===== src/rtl/shift_pkg.sv =====
// Shared definitions for the pipelined barrel shifter: op encodings and
// pipeline-depth helpers used by both the RTL and its bench.
package shift_pkg;

    localparam int unsigned OP_LEN   = 3;
    localparam int unsigned WORD_LEN = 32;

    typedef enum logic [OP_LEN-1:0] {
        SHIFT_SLL = 3'b000,
        SHIFT_SRL = 3'b001,
        SHIFT_SRA = 3'b010,
        SHIFT_ROL = 3'b011,
        SHIFT_ROR = 3'b100
    } shift_op_e;

    // Ceiling log2; the amount of shamt bits, i.e. cascaded levels, for a width.
    function automatic int unsigned shift_clog2(input int unsigned value);
        int unsigned result;
        result = 0;
        for (int unsigned i = 0; i < 32; i++) begin
            if ((64'd1 << i) < 64'(value)) begin
                result = i + 1;
            end
        end
        return result;
    endfunction

    // Register stages: one slice per REG_EVERY levels, plus one for any remainder.
    function automatic int unsigned shift_lat(input int unsigned data_len,
                                              input int unsigned reg_every);
        return (shift_clog2(data_len) + reg_every - 1) / reg_every;
    endfunction

    function automatic logic op_reserved(input logic [OP_LEN-1:0] op);
        return op > 3'(SHIFT_ROR);
    endfunction

endpackage


===== src/rtl/shift_level.sv =====
// One combinational barrel-shifter level: shifts or rotates by SHIFT_NUM when en is set.
module shift_level
    import shift_pkg::*;
#(
    parameter int unsigned DATA_LEN  = 64,
    parameter int unsigned SHIFT_NUM = 1
) (
    input  logic [OP_LEN-1:0]   op,
    input  logic                en,
    input  logic [DATA_LEN-1:0] data,
    output logic [DATA_LEN-1:0] result_c
);

    always_comb begin
        result_c = data;
        if (en) begin
            case (op)
                SHIFT_SLL: result_c = data << SHIFT_NUM;
                SHIFT_SRL: result_c = data >> SHIFT_NUM;
                SHIFT_SRA: result_c = DATA_LEN'($signed(data) >>> SHIFT_NUM);
                SHIFT_ROL: result_c = (data << SHIFT_NUM) | (data >> (DATA_LEN - SHIFT_NUM));
                SHIFT_ROR: result_c = (data >> SHIFT_NUM) | (data << (DATA_LEN - SHIFT_NUM));
                default:   result_c = data;
            endcase
        end
    end

endmodule


===== src/rtl/shift_pipe.sv =====
// Pipelined barrel shifter with valid/ready flow control, RV64 word mode and
// an opaque routing tag; a register slice follows every REG_EVERY levels.
module shift_pipe
    import shift_pkg::*;
#(
    parameter int unsigned DATA_LEN   = 64,
    parameter int unsigned REG_EVERY  = 2,
    parameter int unsigned TAG_LEN    = 5,
    localparam int unsigned SHAMT_LEN = shift_clog2(DATA_LEN)
) (
    input  logic                 clk,
    input  logic                 rst_n,
    input  logic                 flush,
    input  logic                 in_valid,
    output logic                 in_ready,
    input  logic [OP_LEN-1:0]    in_op,
    input  logic                 in_word,
    input  logic [DATA_LEN-1:0]  in_data,
    input  logic [SHAMT_LEN-1:0] in_shamt,
    input  logic [TAG_LEN-1:0]   in_tag,
    output logic                 out_valid,
    input  logic                 out_ready,
    output logic [DATA_LEN-1:0]  out_data,
    output logic [TAG_LEN-1:0]   out_tag
);

    localparam int unsigned NLEV = SHAMT_LEN;
    localparam int unsigned LAT  = shift_lat(DATA_LEN, REG_EVERY);

    logic [DATA_LEN-1:0]  pre_data;
    logic [SHAMT_LEN-1:0] pre_shamt;
    logic [DATA_LEN-1:0]  post_data;

    // Stage registers
    logic [LAT-1:0]       st_valid;
    logic [DATA_LEN-1:0]  st_data  [LAT];
    logic [OP_LEN-1:0]    st_op    [LAT];
    logic                 st_word  [LAT];
    logic [SHAMT_LEN-1:0] st_shamt [LAT];
    logic [TAG_LEN-1:0]   st_tag   [LAT];

    // What feeds each stage: the request for stage 0, the previous slice otherwise
    logic [LAT-1:0]       src_valid;
    logic [DATA_LEN-1:0]  src_data  [LAT];
    logic [OP_LEN-1:0]    src_op    [LAT];
    logic                 src_word  [LAT];
    logic [SHAMT_LEN-1:0] src_shamt [LAT];
    logic [TAG_LEN-1:0]   src_tag   [LAT];
    logic [DATA_LEN-1:0]  nxt_data  [LAT];

    logic [LAT-1:0]       adv;
    logic [DATA_LEN-1:0]  lvl_in  [NLEV];
    logic [DATA_LEN-1:0]  lvl_out [NLEV];

    // Word-mode conditioning exists only for the 64-bit datapath
    if (DATA_LEN == 64) begin : g_word
        logic [WORD_LEN-1:0] word_res;

        always_comb begin
            pre_data  = in_data;
            pre_shamt = in_shamt;
            if (in_word && !op_reserved(in_op)) begin
                pre_shamt = SHAMT_LEN'(in_shamt[4:0]);
                case (in_op)
                    SHIFT_SRL: pre_data = {32'd0, in_data[31:0]};
                    SHIFT_SRA: pre_data = {{32{in_data[31]}}, in_data[31:0]};
                    SHIFT_ROL,
                    SHIFT_ROR: pre_data = {in_data[31:0], in_data[31:0]};
                    default:   pre_data = in_data;
                endcase
            end
        end

        // A word rotate-left of {w,w} leaves the 32-bit result in the upper half.
        always_comb begin
            word_res  = lvl_out[NLEV-1][31:0];
            post_data = lvl_out[NLEV-1];
            if (src_word[LAT-1] && !op_reserved(src_op[LAT-1])) begin
                if (src_op[LAT-1] == SHIFT_ROL) begin
                    word_res = lvl_out[NLEV-1][63:32];
                end
                post_data = {{32{word_res[31]}}, word_res};
            end
        end
    end else begin : g_no_word
        assign pre_data  = in_data;
        assign pre_shamt = in_shamt;
        assign post_data = lvl_out[NLEV-1];
    end

    for (genvar s = 0; s < LAT; s++) begin : g_src
        if (s == 0) begin : g_first
            assign src_valid[s] = in_valid && in_ready;
            assign src_data[s]  = pre_data;
            assign src_op[s]    = in_op;
            assign src_word[s]  = in_word;
            assign src_shamt[s] = pre_shamt;
            assign src_tag[s]   = in_tag;
        end else begin : g_next
            assign src_valid[s] = st_valid[s-1];
            assign src_data[s]  = st_data[s-1];
            assign src_op[s]    = st_op[s-1];
            assign src_word[s]  = st_word[s-1];
            assign src_shamt[s] = st_shamt[s-1];
            assign src_tag[s]   = st_tag[s-1];
        end

        if (s == LAT - 1) begin : g_last
            assign nxt_data[s] = post_data;
        end else begin : g_mid
            assign nxt_data[s] = lvl_out[(s + 1) * REG_EVERY - 1];
        end
    end

    // Level k shifts by 2^k under control of the stage that owns it.
    for (genvar k = 0; k < NLEV; k++) begin : g_lvl
        localparam int unsigned SRC = k / REG_EVERY;

        if (k % REG_EVERY == 0) begin : g_head
            assign lvl_in[k] = src_data[SRC];
        end else begin : g_chain
            assign lvl_in[k] = lvl_out[k-1];
        end

        shift_level #(
            .DATA_LEN  (DATA_LEN),
            .SHIFT_NUM (1 << k)
        ) u_level (
            .op       (src_op[SRC]),
            .en       (src_shamt[SRC][k]),
            .data     (lvl_in[k]),
            .result_c (lvl_out[k])
        );
    end

    // A stage may move when it is empty or its successor moves.
    always_comb begin
        adv          = '0;
        adv[LAT-1]   = out_ready || !st_valid[LAT-1];
        for (int i = int'(LAT) - 2; i >= 0; i--) begin
            adv[i] = !st_valid[i] || adv[i+1];
        end
    end

    assign in_ready = adv[0] && !flush;

    // Flush drops valids only; payload is loaded solely for live entries so held data stays put.
    always_ff @(posedge clk) begin
        for (int s = 0; s < LAT; s++) begin
            if (!rst_n) begin
                st_valid[s] <= 1'b0;
                st_data[s]  <= '0;
                st_op[s]    <= '0;
                st_word[s]  <= 1'b0;
                st_shamt[s] <= '0;
                st_tag[s]   <= '0;
            end else begin
                if (flush) begin
                    st_valid[s] <= 1'b0;
                end else if (adv[s]) begin
                    st_valid[s] <= src_valid[s];
                end
                if (adv[s] && src_valid[s]) begin
                    st_data[s]  <= nxt_data[s];
                    st_op[s]    <= src_op[s];
                    st_word[s]  <= src_word[s];
                    st_shamt[s] <= src_shamt[s];
                    st_tag[s]   <= src_tag[s];
                end
            end
        end
    end

    assign out_valid = st_valid[LAT-1];
    assign out_data  = st_data[LAT-1];
    assign out_tag   = st_tag[LAT-1];

endmodule


===== config.mk =====
export PLATFORM = sky130hd
export DESIGN_NAME = shift_pipe
export DESIGN_NICKNAME = d
export VERILOG_FILES = /design/src/rtl/shift_pkg.sv /design/src/rtl/shift_level.sv /design/src/rtl/shift_pipe.sv
export SDC_FILE = /design/constraint.sdc
export NUM_CORES = 1
export LEC_CHECK = 0
export ABC_AREA = 1
export CAP_MARGIN = 5
export CORE_MARGIN = 3
export CORE_UTILIZATION = 59
export DETAILED_ROUTE_END_ITERATION = 8
export DONT_BUFFER_PORTS = 1
export HOLD_SLACK_MARGIN = 0.05
export PLACE_DENSITY = 0.78
export SYNTH_ARGS = -nofsm -noshare
export SYNTH_HDL_FRONTEND = slang
export SYNTH_SLANG_ARGS = --single-unit

===== constraint.sdc =====
create_clock -name clk -period 9.2 [get_ports clk]
set_clock_uncertainty 0.15 [all_clocks]
set_input_delay 2.3 -clock clk [delete_from_list [all_inputs] [get_ports clk]]
set_output_delay 2.3 -clock clk [all_outputs]
set_load 0.02 [all_outputs]

Yosys cells after proc, flatten, opt, wreduce, memory -nomap -nowiden
Memories as Yosys holds them, arrays and structs flattened.
Cells that the tools add are included.
W data, S select, Z words.

operators by class
  order comparisons = 2
  reduce and logical (&&, ||, !) cells = 22
  eq/ne operators = 12
  bitwise operators = 27
  muxes and demuxes = 42

operators with widths
  cell                  count
  $pmux W64 S5          5
  $mux W64              11
  $pmux W64 S4          1
  $pmux W64 S3          1
  $or A48 B64 Y64       1
  $or A56 B64 Y64       1
  $or A60 B64 Y64       1
  $or A62 B64 Y64       1
  $or A63 B64 Y64       1
  $or A64 B1 Y64        1
  $or A64 B16 Y64       1
  $or A64 B2 Y64        1
  $or A64 B32 Y64       1
  $or A64 B4 Y64        1
  $or A64 B8 Y64        1
  $mux W32              1
  $mux W6               4
  $eq A3 B2 Y1 const B  6
  $mux W5               3
  $or A1 B1 Y1          15
  $mux W1               13
  $eq A3 B1 Y1 const B  3
  $eq A3 B3 Y1 const B  3
  $logic_not A3 Y1      3
  7 further kinds       25

storage, ports and cells
  RAM bits = 237
  flip-flop bits (word level) = 3
  output and inout port bits = 71
  input port bits = 84
  memories kept = 5

memories
  name      words  width  rd ports  clocked after Yosys merged registers in  wr ports  RTL line          text
  st_data   3      64     3         0                                        3         shift_pipe.sv:36  logic [DATA_LEN-1:0] st_data [LAT];
  st_shamt  3      6      2         0                                        3         shift_pipe.sv:39  logic [SHAMT_LEN-1:0] st_shamt [LAT];
  st_tag    3      5      3         0                                        3         shift_pipe.sv:40  logic [TAG_LEN-1:0] st_tag [LAT];
  st_op     3      3      2         0                                        3         shift_pipe.sv:37  logic [OP_LEN-1:0] st_op [LAT];
  st_word   3      1      2         0                                        3         shift_pipe.sv:38  logic st_word [LAT];

Longest topological paths before layout
Gate-level depths: netlist of run 1.

  depth after elaboration = 11
  depth in mapped cells = 13
  gate-level depth less buffers = 13

Modules after synthesis
A second synthesis of run 1 with hierarchy kept.

unflattened totals
  cell total of the unflattened synthesis = 3456
  area total of the unflattened synthesis = 20009.2 um^2

by module, submodules not included
  module                           cells an instance  instances  sequential area each (um^2)  area an instance (um^2)
  shift_pipe                       1011               1          6696.4                       9869.5
  shift_level at g_lvl[2].u_level  482                1          0.0                          2045.7
  shift_level at g_lvl[3].u_level  479                1          0.0                          1955.6
  shift_level at g_lvl[4].u_level  473                1          0.0                          1909.3
  shift_level at g_lvl[1].u_level  485                1          0.0                          1898.1
  shift_level at g_lvl[0].u_level  299                1          0.0                          1345.0
  shift_level at g_lvl[5].u_level  227                1          0.0                          985.9

Worst setup path after synthesis of run 1
No wires, ideal clock.

  path kind = input to register
  start point = input out_ready
  end point = memory st_data[0][0] (enable)
  data arrival time = 8082 ps
  library setup time = 619 ps
  buffers on the path = 0
  setup slack = 349 ps
  cell stages on the path = 8
  cells stage by stage = inv_1 nand2_1 nor2_1 inv_1 nor2_1 inv_1 nand2_1 o21ai_0

RTL lines
  item                RTL line          text
  start: declaration  shift_pipe.sv:22  input logic out_ready,
  end: declaration    shift_pipe.sv:36

==> results of run 1 <==
## synth_stat cells, types with 3 or more instances
cell	n	area [sq um]
clkbuf_1	105	394
nor3_1	14	70.1
dfxtp_1	3	60.1
nor2_2	4	25.0
edfxtp_1	221	6640
a21boi_0	3	22.5
o211ai_1	63	473
inv_1	267	1000
nand3_1	283	1420
o21ai_1	79	395
nand2_1	572	2150
buf_2	55	275
buf_1	15	56.3
o21a_1	6	45.0
or2_2	9	56.3
nor2_1	170	638
o21ai_0	303	1520
a21oi_1	335	1680
inv_2	9	33.8
buf_4	10	75.1
## per-stage QoR
step | instance area [sq um] | util | std cells | power [mW]
after global placement | 17000 | 0.604 | 2758 | 1.86
final | 17800 | 0.630 | 2798 | 2.81
after detailed placement | 17000 | 0.604 | 2758 | 1.87
after CTS | 17800 | 0.630 | 2798 | 2.80
after floorplan | 17100 | - | 2541 | 1.73
after global routing | 17800 | 0.630 | 2798 | 2.94
## layout make-up
class	instances	share of cell area
repair buffers	28	0.0118
multi-input cells	1852	0.485
flip-flops and latches	224	0.376
inverters	276	0.0582
clock inverters	10	0.00731
clock buffers	30	0.0349
well taps	378	0.0266
## metal layers
metal  share of wire  up-vias  wire length [microns]  track usage
met4           0.071        0                   3680        0.195
li1                -     8325                      -            -
met5               0        -                      0            0
met2            0.45     1009                  23300        0.508
met1            0.39     7803                  20200        0.417
met3           0.082      170                   4220       0.0372
## cell families (layout without fill, tap and decap cells)
kind of cell | count (synthesis) | count (layout) | synth area share
AND/OR/NAND/NOR | 1061 | 1061 | 0.259
AO/OA/AOI/OAI | 791 | 791 | 0.242
flip-flops | 224 | 224 | 0.391
buffers and inverters | 465 | 344 | 0.109
## state kept, by name (all words and copies together) (netlist names)
| signal | flops |
|---|---|
| st_shamt | 6 |
| st_data | 192 |
| st_op | 6 |
| st_tag | 15 |
| st_valid | 3 |
| st_word | 2 |
## power by group
group | internal [mW] | switching, mW | total (mW)
clock | 0.559 | 0.377 | 0.936
sequential | 1.19 | 0.0688 | 1.26
combinational | 0.162 | 0.449 | 0.612
total | 1.91 | 0.895 | 2.81
## worst paths after layout
kind / endpoint / slack [ns] / cells past startpoint
setup / recovery: st_data[0][43]$_SDFFCE_PN0P_ / 3.42 / 10
hold / removal: st_valid[2]$_SDFFE_PP0P_ / 0.33 / 2
setup reg to reg: st_data[2][51]$_SDFFCE_PN0P_ / 5.11 / 11
hold reg to reg: st_valid[2]$_SDFFE_PP0P_ / 0.33 / 2
## critical path, cell delays in order
cell	delay, ns
o21ai_1	0.29
nand3_1	0.97
nor2_2	1.34
nand2_1	0.29
nand3_1	0.17
nand3_1	0.16
nand3_1	0.15
nand3_1	0.09
nand2_1	0.08
inv_1	0.04
## cell usage in the layout (no fill, tap or decap), types with 3 or more instances in the layout
master     count
nand2_1      563
o21ai_0      302
nand3_1      283
buf_4         28
a21oi_1      335
clkinv_2       5
or2_2          9
inv_1        267
nand2_2       11
clkbuf_1       5
inv_2          9
bufinv_16      3
edfxtp_1     221
o211ai_1      63
o21a_1         6
o21ai_1       79
nor2_2         5
nor2_1       169
dfxtp_1        3
nor3_1        14
a21boi_0       3
clkbuf_16     23
==> flow_results.xml, run 1 <==
<?xml version="1.0" encoding="UTF-8"?>
<metrics>
  <group name="run_status">
    <metric name="status" unit="">finished, final reports clean</metric>
  </group>
  <group name="sta">
    <metric name="worst_hold_slack" unit="ns">0.331</metric>
    <metric name="setup_viol_count_final" unit="">0</metric>
    <metric name="setup-tns-final" unit="ns">0</metric>
    <metric name="hold_viol_final" unit="">0</metric>
    <metric name="fmax" unit="GHz">0.173</metric>
    <metric name="max_slew.worst_pin.slew" unit="ns">1.29</metric>
    <metric name="timing_max_transition_violations_final" unit="">0</metric>
    <metric name="post-route-min-period" unit="ns">5.78</metric>
    <metric name="slew_headroom" unit="">0.141</metric>
    <metric name="unrepaired_setup_endpoints_after_global_routing" unit="">no</metric>
    <metric name="period_share" unit="">0.629</metric>
    <metric name="post-route-worst-setup-slack" unit="ns">3.42</metric>
  </group>
  <group name="min_path">
    <metric name="hold_path_startpoint" unit="">st_valid[1]$_SDFFE_PP0P_</metric>
    <metric name="timing.hold.worst.class" unit="">reg2reg</metric>
  </group>
  <group name="worst_setup_path">
    <metric name="crit_path_max_fanout" unit="">33</metric>
    <metric name="worstSetupPathType" unit="">in2reg</metric>
    <metric name="critical_path_start" unit="">in_op[1]</metric>
    <metric name="critPathArrivalTime" unit="ns">5.90</metric>
    <metric name="timing.rr.start" unit="">st_op[1][1]$_SDFFCE_PN0P_</metric>
    <metric name="critical_path_sink_type" unit="">flip-flop</metric>
    <metric name="worstSetupStartpointType" unit="">primary input</metric>
    <metric name="required" unit="ns">9.31</metric>
  </group>
  <group name="logic_synthesis">
    <metric name="ys_ff_latch" unit="">224</metric>
    <metric name="post_synth_edffs" unit="">221</metric>
    <metric name="postSynthNetCount" unit="">2625</metric>
    <metric name="synth_cell_types" unit="">30</metric>
    <metric name="syn-instance-count" unit="">2541</metric>
    <metric name="syn_area_per_cell" unit="sq um">6.75</metric>
    <metric name="async_reset_ff_frac" unit="">0</metric>
    <metric name="synth.cell_area" unit="sq um">17100</metric>
    <metric name="synth-seq-area-share" unit="">0.391</metric>
    <metric name="yosys_most_used_dff" unit="">edfxtp_1</metric>
    <metric name="yosysWarningCount" unit="">0</metric>
  </group>
  <group name="clock_network">
    <metric name="ctsLongestPathBuffers" unit="">3</metric>
    <metric name="tritoncts_num_sinks" unit="">224</metric>
    <metric name="cts_inserted_buffers" unit="">23</metric>
    <metric name="clk_pin_slew" unit="ns">0.06</metric>
    <metric name="cts-htree-levels" unit="">1</metric>
    <metric name="tritoncts_clock_tree" unit="">yes</metric>
    <metric name="count_of_instances_resized_after_the_clock_tree_is_built" unit="">0</metric>
    <metric name="holdBufCountCts" unit="">0</metric>
    <metric name="clk_latency" unit="ns">0.51</metric>
    <metric name="postCtsSetupRepairBufs" unit="">0</metric>
    <metric name="ctsRootBufferMaster" unit="">clkbuf_16</metric>
  </group>
  <group name="drt">
    <metric name="vias_per_cell" unit="">6.19</metric>
    <metric name="detail_route.first_pass.iterations" unit="">7</metric>
    <metric name="vias" unit="">17300</metric>
    <metric name="detailedRoute.firstIterationViolations" unit="">2925</metric>
    <metric name="detail_route.drc_violations" unit="">0</metric>
    <metric name="drt.antenna.violating_nets" unit="">0</metric>
    <metric name="route.final.wire_length" unit="microns">51500</metric>
    <metric name="routed_wire_length_per_instance" unit="microns">18.4</metric>
  </group>
  <group name="die">
    <metric name="core.rowCount" unit="">61</metric>
    <metric name="floorplan.io_pins" unit="">155</metric>
    <metric name="floorplan.die_area" unit="sq um">31100</metric>
    <metric name="horizontal_extent_of_the_die" unit="microns">176</metric>
    <metric name="initial_core_util" unit="">0.607</metric>
    <metric name="core-area" unit="sq um">28200</metric>
    <metric name="die_h" unit="microns">176</metric>
  </group>
  <group name="finish">
    <metric name="finalNetCount" unit="">2489</metric>
    <metric name="area.sequential" unit="sq um">6700</metric>
    <metric name="layout-drive-gt1-share" unit="">0.0430</metric>
    <metric name="multi_input_area" unit="sq um">8630</metric>
    <metric name="nFillCells" unit="">2558</metric>
    <metric name="antenna-diode-count" unit="">0</metric>
    <metric name="area.growth.synth_to_final" unit="%">3.80</metric>
  </group>
  <group name="job">
    <metric name="maxCapViolations" unit="">0</metric>
  </group>
  <group name="placed_design">
    <metric name="buffer_ports.inserted" unit="">0</metric>
    <metric name="hpwlAfterDp" unit="microns">36000</metric>
    <metric name="pre_cts_slack" unit="ns">2.97</metric>
    <metric name="routabilityCongestion" unit="">0.982</metric>
  </group>
  <group name="power_and_ir_drop">
    <metric name="p_leak" unit="nW">7.91</metric>
    <metric name="power_density_cells" unit="nW/um^2">158</metric>
    <metric name="ir_worst_vdd" unit="mV">0.133</metric>
  </group>
  <group name="grt">
    <metric name="grt_first_pass_wirelength" unit="microns">80500</metric>
    <metric name="grt_antenna_before_repair" unit="">0</metric>
    <metric name="globalRouteTotalUtil" unit="">0.318</metric>
    <metric name="grt_overflow_total" unit="">0</metric>
    <metric name="grt_max_degree" unit="">99</metric>
    <metric name="via_count_of_the_first_global_routing_pass" unit="">15200</metric>
  </group>
</metrics>
Power figures use the tool's default switching activity.
==> inputs of run 2 (changes only) <==
--- a/config.mk
+++ b/config.mk
@@ -8,11 +8,11 @@
 export ABC_AREA = 1
 export CAP_MARGIN = 5
 export CORE_MARGIN = 3
-export CORE_UTILIZATION = 59
+export CORE_UTILIZATION = 66
 export DETAILED_ROUTE_END_ITERATION = 8
 export DONT_BUFFER_PORTS = 1
 export HOLD_SLACK_MARGIN = 0.05
-export PLACE_DENSITY = 0.78
+export PLACE_DENSITY = 0.82
 export SYNTH_ARGS = -nofsm -noshare
 export SYNTH_HDL_FRONTEND = slang
 export SYNTH_SLANG_ARGS = --single-unit
==> constraint.sdc (replaced) <==
create_clock -name clk -period 5.7 [get_ports clk]
set_clock_uncertainty 0.15 [all_clocks]
set_input_delay 1.425 -clock clk [delete_from_list [all_inputs] [get_ports clk]]
set_output_delay 1.425 -clock clk [all_outputs]
set_load 0.02 [all_outputs]
==> flow_results.xml, run 2 (synthesis gave the netlist of run 1 again) <==
<?xml version="1.0" encoding="UTF-8"?>
<metrics>
  <group name="drt">
    <metric name="detailedRoute.firstIterationViolations" unit="">3400</metric>
    <metric name="routed_wire_length_per_instance" unit="microns">20.4</metric>
    <metric name="vias_per_cell" unit="">6.54</metric>
    <metric name="drt.antenna.violating_nets" unit="">0</metric>
    <metric name="vias" unit="">18000</metric>
    <metric name="detail_route.drc_violations" unit="">1</metric>
    <metric name="route.final.wire_length" unit="microns">56300</metric>
    <metric name="detail_route.first_pass.iterations" unit="">9</metric>
  </group>
  <group name="power_and_ir_drop">
    <metric name="internal_power" unit="mW">3.04</metric>
    <metric name="power.switching_fraction" unit="">0.329</metric>
    <metric name="power_switching" unit="mW">1.49</metric>
    <metric name="p_comb_frac" unit="">0.226</metric>
    <metric name="power_density_cells" unit="nW/um^2">255</metric>
    <metric name="ir_worst_vdd" unit="mV">0.225</metric>
    <metric name="pwr-share-clk" unit="">0.325</metric>
    <metric name="p_leak" unit="nW">7.95</metric>
    <metric name="power.share.sequential" unit="">0.449</metric>
  </group>
  <group name="worst_setup_path">
    <metric name="required" unit="ns">5.76</metric>
    <metric name="ff2ff_setup_slack" unit="ns">1.91</metric>
    <metric name="rr_endpoint" unit="">st_data[2][41]$_SDFFCE_PN0P_</metric>
    <metric name="critical_path_sink_type" unit="">flip-flop</metric>
    <metric name="crit_path_max_fanout" unit="">32</metric>
    <metric name="worstSetupStartpointType" unit="">flip-flop</metric>
    <metric name="timing.rr.start" unit="">st_op[1][0]$_SDFFCE_PN0P_</metric>
    <metric name="critPathArrivalTime" unit="ns">3.85</metric>
    <metric name="worstSetupPathType" unit="">reg2reg</metric>
    <metric name="worst_r2r_path_depth" unit="">9</metric>
  </group>
  <group name="clock_network">
    <metric name="clk_pin_slew" unit="ns">0.06</metric>
    <metric name="count_of_instances_resized_after_the_clock_tree_is_built" unit="">0</metric>
    <metric name="ctsLongestPathBuffers" unit="">3</metric>
    <metric name="tritoncts_num_sinks" unit="">224</metric>
    <metric name="tritoncts_clock_tree" unit="">yes</metric>
    <metric name="holdBufCountCts" unit="">0</metric>
    <metric name="ctsRootBufferMaster" unit="">clkbuf_16</metric>
    <metric name="clk_latency" unit="ns">0.52</metric>
    <metric name="postCtsSetupRepairBufs" unit="">0</metric>
    <metric name="cts-htree-levels" unit="">1</metric>
    <metric name="cts_inserted_buffers" unit="">23</metric>
  </group>
  <group name="placed_design">
    <metric name="routabilityCongestion" unit="">1.03</metric>
    <metric name="placed_cell_count" unit="">2716</metric>
    <metric name="buffer_ports.inserted" unit="">0</metric>
    <metric name="hpwlAfterDp" unit="microns">39500</metric>
  </group>
  <group name="min_path">
    <metric name="timing.hold.worst.class" unit="">reg2reg</metric>
    <metric name="whs_endpoint" unit="">st_valid[2]$_SDFFE_PP0P_</metric>
    <metric name="hold_path_startpoint" unit="">st_valid[1]$_SDFFE_PP0P_</metric>
    <metric name="worstHoldPathCells" unit="">2</metric>
  </group>
  <group name="die">
    <metric name="initial_core_util" unit="">0.677</metric>
    <metric name="horizontal_extent_of_the_die" unit="microns">167</metric>
    <metric name="core-area" unit="sq um">25300</metric>
    <metric name="floorplan.die_area" unit="sq um">27900</metric>
    <metric name="core.rowCount" unit="">58</metric>
    <metric name="floorplan.io_pins" unit="">155</metric>
    <metric name="die_h" unit="microns">167</metric>
  </group>
  <group name="run_status">
    <metric name="status" unit="">finished with violations</metric>
    <metric name="failed_checks" unit="">design-rule violations</metric>
  </group>
  <group name="finish">
    <metric name="most_used_cells_in_the_layout_excluding_fill_and_tap_cells" unit="">nand2_1 (563), a21oi_1 (335), o21ai_0 (302), nand3_1 (283), inv_1 (267)</metric>
    <metric name="layout-drive-gt1-share" unit="">0.0465</metric>
    <metric name="finalNetCount" unit="">2495</metric>
    <metric name="nFillCells" unit="">2054</metric>
    <metric name="area.sequential" unit="sq um">6700</metric>
    <metric name="final_cells" unit="">2758</metric>
    <metric name="largest-register" unit="">st_data</metric>
    <metric name="multi_input_area" unit="sq um">8630</metric>
    <metric name="area.growth.synth_to_final" unit="%">3.71</metric>
    <metric name="antenna-diode-count" unit="">0</metric>
    <metric name="largest_register_ff_count" unit="">192</metric>
    <metric name="registers_with_the_highest_flip_flop_counts" unit="">st_data: 192 flops, st_tag: 15 flops</metric>
    <metric name="final_common_cell" unit="">nand2_1</metric>
  </group>
  <group name="grt">
    <metric name="grt_max_degree" unit="">99</metric>
    <metric name="via_count_of_the_first_global_routing_pass" unit="">16400</metric>
    <metric name="grt_antenna_before_repair" unit="">0</metric>
    <metric name="globalRouteTotalUtil" unit="">0.384</metric>
    <metric name="grt_first_pass_wirelength" unit="microns">87700</metric>
    <metric name="grt_overflow_total" unit="">0</metric>
  </group>
  <group name="sta">
    <metric name="post-route-min-period" unit="ns">3.79</metric>
    <metric name="unrepaired_setup_endpoints_after_global_routing" unit="">no</metric>
    <metric name="timing_max_transition_violations_final" unit="">0</metric>
    <metric name="hold_viol_final" unit="">0</metric>
    <metric name="setup-tns-final" unit="ns">0</metric>
    <metric name="fmax" unit="GHz">0.264</metric>
    <metric name="setup_viol_count_final" unit="">0</metric>
    <metric name="slew_headroom" unit="">0.144</metric>
    <metric name="period_share" unit="">0.665</metric>
    <metric name="max_slew.worst_pin.slew" unit="ns">1.28</metric>
  </group>
  <group name="job">
    <metric name="maxCapViolations" unit="">0</metric>
  </group>
</metrics>
run 2: changes by cell type in the layout (fill, tap and decap cells not counted), moves of 2 or more:
cell	change
clkinv_1	+2
inv_6	+2
bufinv_16	-2
clkbuf_8	+3
buf_4	+6
clkinv_4	+2
clkbuf_1	-3
run 2: worst max-delay path by stage:
stage                                   end                 startpoint  cells past startpoint
3_5_place_dp   st_data[0][20]$_SDFFCE_PN0P_                   in_op[2]                     12
5_1_grt        st_data[2][38]$_SDFFCE_PN0P_  st_op[1][0]$_SDFFCE_PN0P_                     11
3_3_place_gp   st_data[0][24]$_SDFFCE_PN0P_                   in_op[1]                     10
2_1_floorplan   st_data[0][0]$_SDFFCE_PN0P_                  out_ready                      8
4_1_cts                            in_ready                  out_ready                      8
6_report       st_data[2][41]$_SDFFCE_PN0P_  st_op[1][0]$_SDFFCE_PN0P_                      9
run 2: layout make-up:
cell class | count | area share
Sequential cell | 224 | 0.377
Timing Repair Buffer | 34 | 0.0144
Multi-Input combinational cell | 1852 | 0.485
Clock inverter | 12 | 0.00563
Tap cell | 330 | 0.0232
Clock buffer | 30 | 0.0367
Inverter | 276 | 0.0583
run 2: metrics by stage:
stage | total power [mW] | hold slack (ns) | setup WS [ns] | cell area (sq um) | utilization
5_1_grt | 4.74 | 0.348 | 1.64 | 17800 | 0.702
3_5_place_dp | 3.04 | 0.316 | 1.71 | 17000 | 0.672
2_1_floorplan | 2.79 | 0.300 | 1.28 | 17100 | -
4_1_cts | 4.50 | 0.325 | 1.93 | 17800 | 0.702
6_report | 4.54 | 0.324 | 1.91 | 17800 | 0.702
3_3_place_gp | 3.02 | 0.305 | 1.80 | 17000 | 0.672
run 2: critical path, stage by stage, from the launching register on:
cell and delay [ns]:
edfxtp_1 0.51, inv_1 0.07, nand3_1 0.13, nand2_1 0.62, nor2_2 1.02, o21ai_0 0.39
o211ai_1 0.19, nand2_1 0.10, nand3_1 0.18, a21oi_1 0.11
run 2: power groups by stage:
stage	logic, mW	registers, mW	clock network (mW)
2_1_floorplan	0.765	2.03	0
3_3_place_gp	0.954	2.06	0
3_5_place_dp	0.978	2.07	0
4_1_cts	0.986	2.03	1.48
5_1_grt	1.13	2.04	1.57
6_report	1.03	2.04	1.48
run 2: layer usage:
layer  vias up  track usage  share of wire
met3       257       0.0477           0.10
li1       8329            -              -
met4         0        0.232          0.074
met2      1377        0.650           0.47
met1      8081        0.474           0.35
met5         -            0              0
